File: config.mk
export PLATFORM = sky130hd
export DESIGN_NAME = muldiv_ctrl
export DESIGN_NICKNAME = d
export VERILOG_FILES = /design/src/rtl/muldiv_ctrl.sv
export SDC_FILE = /design/constraint.sdc
export NUM_CORES = 1
export LEC_CHECK = 0
export BUFFER_PORTS_ARGS = -buffer_cell sky130_fd_sc_hd__buf_2
export CAP_MARGIN = 20
export CORE_AREA = 2 2 212 193
export DETAILED_ROUTE_END_ITERATION = 10
export DIE_AREA = 0 0 214 195
export PLACE_DENSITY = 0.77
export SYNTH_ARGS = -nofsm -noshare
export SYNTH_HDL_FRONTEND = slang
export SYNTH_SLANG_ARGS = --single-unit
File: constraint.sdc
create_clock -name clk -period 4.8 [get_ports clk]
set_clock_uncertainty 0.1 [all_clocks]
set_input_delay 0.24 -clock clk [delete_from_list [all_inputs] [get_ports clk]]
set_output_delay 0.24 -clock clk [all_outputs]
set_load 0.05 [all_outputs]
File: src/rtl/muldiv_ctrl.sv
// muldiv_ctrl: iterative MULT/MULTU/DIV/DIVU sequencer that produces the HI/LO write data.
// Defining MULDIV_FAST_MULT_EN switches multiply to a single-cycle array multiplier.
module muldiv_ctrl (
    input  logic        clk,
    input  logic        reset_n,
    input  logic        start,
    input  logic [1:0]  op,
    input  logic [31:0] opa,
    input  logic [31:0] opb,
    input  logic        cancel,
    output logic        busy,
    output logic        whilo,
    output logic [31:0] hi_o,
    output logic [31:0] lo_o
);
    typedef enum logic [1:0] {IDLE, MUL, DIV, DONE} state_t;
`ifdef MULDIV_FAST_MULT_EN
    localparam state_t MUL_GO = DONE;
`else
    localparam state_t MUL_GO = MUL;
`endif
    state_t      state, state_nxt;
    logic [4:0]  cnt;
    logic [31:0] d_q, acc_hi, acc_lo;
    logic        neg_q, rneg_q;
    logic        is_div, sgn, sa, sb, div0;
    logic [31:0] ma, mb;
    logic [32:0] shl, sub;
    logic        ge;
    logic [31:0] div_hi, div_lo;
    assign is_div = op[1];
    assign sgn    = ~op[0];
    assign sa     = sgn & opa[31];
    assign sb     = sgn & opb[31];
    assign ma     = sa ? -opa : opa;
    assign mb     = sb ? -opb : opb;
    assign div0   = is_div && opb == '0;
    // Restoring step: a borrow out of the trial subtract means the divisor did not fit.
    assign shl    = {acc_hi, acc_lo[31]};
    assign sub    = shl - {1'b0, d_q};
    assign ge     = ~sub[32];
    assign div_hi = ge ? sub[31:0] : shl[31:0];
    assign div_lo = {acc_lo[30:0], ge};
`ifdef MULDIV_FAST_MULT_EN
    logic [63:0] fprod, fres;
    assign fprod = {32'b0, ma} * {32'b0, mb};
    assign fres  = (sa ^ sb) ? -fprod : fprod;
`else
    logic [32:0] msum;
    logic [31:0] mul_hi, mul_lo;
    logic [63:0] mul_p;
    assign msum   = {1'b0, acc_hi} + (acc_lo[0] ? {1'b0, d_q} : 33'd0);
    assign mul_hi = msum[32:1];
    assign mul_lo = {msum[0], acc_lo[31:1]};
    assign mul_p  = {mul_hi, mul_lo};
`endif
    always_comb begin
        state_nxt = state;
        busy      = state != IDLE;
        whilo     = state == DONE && !cancel;
        case (state)
            IDLE:    if (start) state_nxt = !is_div ? MUL_GO : div0 ? DONE : DIV;
            MUL:     if (cnt == 5'd31) state_nxt = DONE;
            DIV:     if (cnt == 5'd31) state_nxt = DONE;
            default: state_nxt = IDLE;
        endcase
        if (cancel) state_nxt = IDLE;
    end
    always_ff @(posedge clk or negedge reset_n) begin
        if (!reset_n) begin
            state <= IDLE;
            cnt   <= 5'd0;
        end else begin
            state <= state_nxt;
            cnt   <= (state == MUL || state == DIV) && !cancel ? cnt + 5'd1 : 5'd0;
        end
    end
    always_ff @(posedge clk or negedge reset_n) begin
        if (!reset_n) begin
            d_q    <= '0;
            acc_hi <= '0;
            acc_lo <= '0;
            neg_q  <= 1'b0;
            rneg_q <= 1'b0;
            hi_o   <= '0;
            lo_o   <= '0;
        end else if (!cancel) begin
            if (state == IDLE && start) begin
                neg_q  <= sa ^ sb;
                rneg_q <= sa;
                d_q    <= is_div ? mb : ma;
                acc_hi <= '0;
                acc_lo <= is_div ? ma : mb;
                if (div0) begin
                    hi_o <= opa;
                    lo_o <= '1;
                end
`ifdef MULDIV_FAST_MULT_EN
                else if (!is_div) {hi_o, lo_o} <= fres;
`endif
            end else if (state == DIV) begin
                acc_hi <= div_hi;
                acc_lo <= div_lo;
                if (cnt == 5'd31) begin
                    hi_o <= rneg_q ? -div_hi : div_hi;
                    lo_o <= neg_q ? -div_lo : div_lo;
                end
            end
`ifndef MULDIV_FAST_MULT_EN
            else if (state == MUL) begin
                acc_hi <= mul_hi;
                acc_lo <= mul_lo;
                if (cnt == 5'd31) {hi_o, lo_o} <= neg_q ? -mul_p : mul_p;
            end
`endif
        end
    end
endmodule

==> impl_metrics.toml <==
[drt]
firstDrtPassIters = 6
drc = 0
drtAntennaViolNets = 0
drt-wirelength-per-cell_um = 24.3
drt_iter0_drc = 2874
wl_um = 76700
num_vias = 20400
viasPerCell = 6.45

[place]
io_buffers = 135
place_congestion = 1.02
dp_hpwl_um = 59600

[die]
coreArea_um2 = 39300
ios = 136
initial_utilization_pct = 45.9
rows = 69
die_y_um = 195
die_w_um = 214
die-area_um2 = 41700

[cells_and_area]
syn_to_final_growth_pct = 15.1
utilization_pct = 52.8
layout_commonest_cell = "nor2_1"
drive_gt1_share_pct = 15.9
nets = 2760
layout_common_cells = "nor2_1, nand2_1, o21ai_0"

[setup_path]
crit_fanout = 5
required_ns = 5.04
start_kind = "flop"
cpMaxStageDelayCell = "or3_2"
worst_ep_arrival_time_ns = 4.97
path_cells = "buf_4 -> and2_1 -> ha_1 -> fa_1 -> a21o_1 -> a21oi_2 -> xnor2_1 -> or3_2 -> or4_4 -> nand2b_1 -> o41ai_1 -> xnor2_1 -> nor2_1 -> a211oi_1 -> buf_4 -> o21ai_1"
max_stage_delay_ns = 0.55
crit_type = "flop to flop"
path_delay_family = "simple AND/OR/NAND/NOR gates"
path_buf_inv = 2
end_kind = "flop"

[clock_network]
cts_tree = "done"
clkSinkCount = 169
clk_latency_ns = 0.47
cts_root_buf = "clkbuf_16"
clk_pin_slew_ns = 0.07
cts_buffers = 17
cts_buffer_depth = 2
htree_num_levels = 4

[timing]
slew_headroom_pct = 23.8
max_freq_mhz = 212
rsz0062_at_grt = "yes"
tightestPinTransition_ns = 1.13
slew_viol_final = 0
finalCriticalPeriod_ns = 4.72
setup_violations = 0
timing.final.crit_share_pct = 98.4
hold_violations = 0

[worst_hold_path]
hp-class = "input pin to flop"

[synth]
ys_seq_elements = 169
synthCells = 2466
synth_cell_types = 90
syn-num-nets = 2614
syn_area_um2 = 18000
async_reset_ff_share_pct = 100
synth_edf_count = 0
ys_seq_area_share_pct = 23.5
yosysWarnings = 0
ys.flop_type = "dfrtp_1"
syn_area_per_cell_um2 = 7.31

[status]
outcome = "complete, no violations"

[grt]
globalRouteOverflowTotal = 0
grt_start_max_net_pins = 170
grt_pass1_vias = 18900
grt_pass1_wl_um = 115000
antenna_found_initial = 6
gr-usage-all-layers_pct = 35.8

[job]
cap_viol_max_count = 0
stage by stage:
| step | cell area [um^2] | TNS [ns] | instances | hold slack (ns) | worst slack, ns |
|---|---|---|---|---|---|
| after global placement | 19900 | 0 | 3116 | 0.287 | 0.157 |
| after global routing | 20800 | -0.295 | 3157 | 0.0819 | -0.0965 |
| after floorplan | 18000 | 0 | 2466 | -0.156 | 0.0465 |
| final | 20800 | 0 | 3158 | 0.0640 | 0.0786 |
| after CTS | 20600 | 0 | 3153 | 0.0522 | 0.0278 |
| after detailed placement | 19900 | 0 | 3116 | 0.299 | 0.0251 |
sequential cells by signal, indices dropped and copies added (netlist names):
| name | count |
|---|---|
| acc_hi | 32 |
| acc_lo | 32 |
| d_q | 32 |
| hi_o | 32 |
| lo_o | 32 |
| cnt | 5 |
| state | 2 |
| neg_q | 1 |
| rneg_q | 1 |
metal layers:
layer	track usage, %	wire, um	vias up
met5	0	12	-
met4	13.4	2940	2
met3	7.85	8570	164
met2	52.8	32000	1198
met1	50.9	33100	9747
li1	-	-	9263
cells in the mapped netlist, types with 56 or more instances:
library cell	number	share of area, %
dfrtp_1	169	23
inv_1	76	1.6
mux2i_1	70	3.9
clkbuf_1	136	2.8
nor2_1	282	5.9
o21ai_0	247	6.9
xor2_1	77	3.7
nand2_1	253	5.3
ha_1	76	5.3
xnor2_1	104	5.1
nor3_1	56	1.6
a21oi_1	234	6.5
layout make-up:
type / count / area [um^2]
diodes: 1 / 2.50
clock buffers: 17 / 425
clock inverters: 15 / 165
fillers: 3869 / 18500
inverters: 78 / 299
multi-input cells: 2042 / 13000
flip-flops and latches: 169 / 4230
well taps: 532 / 666
repair buffers: 304 / 2000
cells by family (layout without fill, tap and decap cells):
| group | after synthesis | in the layout | synth area share, % |
|---|---|---|---|
| flip-flops | 169 | 169 | 23.5 |
| AO/OA/AOI/OAI | 847 | 847 | 29.3 |
| AND/OR/NAND/NOR | 852 | 852 | 22.5 |
| multiplexers | 84 | 84 | 4.76 |
| other | 0 | 1 | 0 |
| XOR/XNOR | 181 | 181 | 8.79 |
| buffers and inverters | 255 | 414 | 5.68 |
| adder cells (fa/ha/maj) | 78 | 78 | 5.50 |
worst reg2reg max path: stages, from the launching register on:
cell and delay (ns):
dfrtp_1 0.41, buf_4 0.18, and2_1 0.14, ha_1 0.22, fa_1 0.42, a21o_1 0.22, a21oi_2 0.26, xnor2_1 0.14
or3_2 0.55, or4_4 0.55, nand2b_1 0.20, o41ai_1 0.37, xnor2_1 0.18, nor2_1 0.06, a211oi_1 0.36, buf_4 0.17
o21ai_1 0.07
what timing repair did:
item,in CTS,in global routing
buffers inserted,0,3
gates resized for setup,1,33
hold buffers,5,0
endpoints found under the hold margin,95,0
pin swaps,1,7
setup endpoints to repair,1,17
final timing paths:
| kind | cells after the start | to | startpoint | slack [ns] |
|---|---|---|---|---|
| worst max-delay path | 16 | hi_o[13]$_DFFE_PN0P_ | acc_lo[0]$_DFFE_PN0P_ | 0.08 |
| worst min register to register | 1 | cnt[0]$_DFF_PN0_ | cnt[0]$_DFF_PN0_ | 0.37 |
| max in group asynchronous | 3 | hi_o[1]$_DFFE_PN0P_ | reset_n | 3.13 |
| worst max register to register | 16 | hi_o[13]$_DFFE_PN0P_ | acc_lo[0]$_DFFE_PN0P_ | 0.08 |
| worst min-delay path | 4 | neg_q$_DFFE_PN0P_ | opa[31] | 0.06 |
| min in group asynchronous | 2 | lo_o[22]$_DFFE_PN0P_ | reset_n | 0.32 |
Power is left out: the tool's default activity adds up to more than one toggle a clock period on the data nets, which glitch-free logic cannot reach.
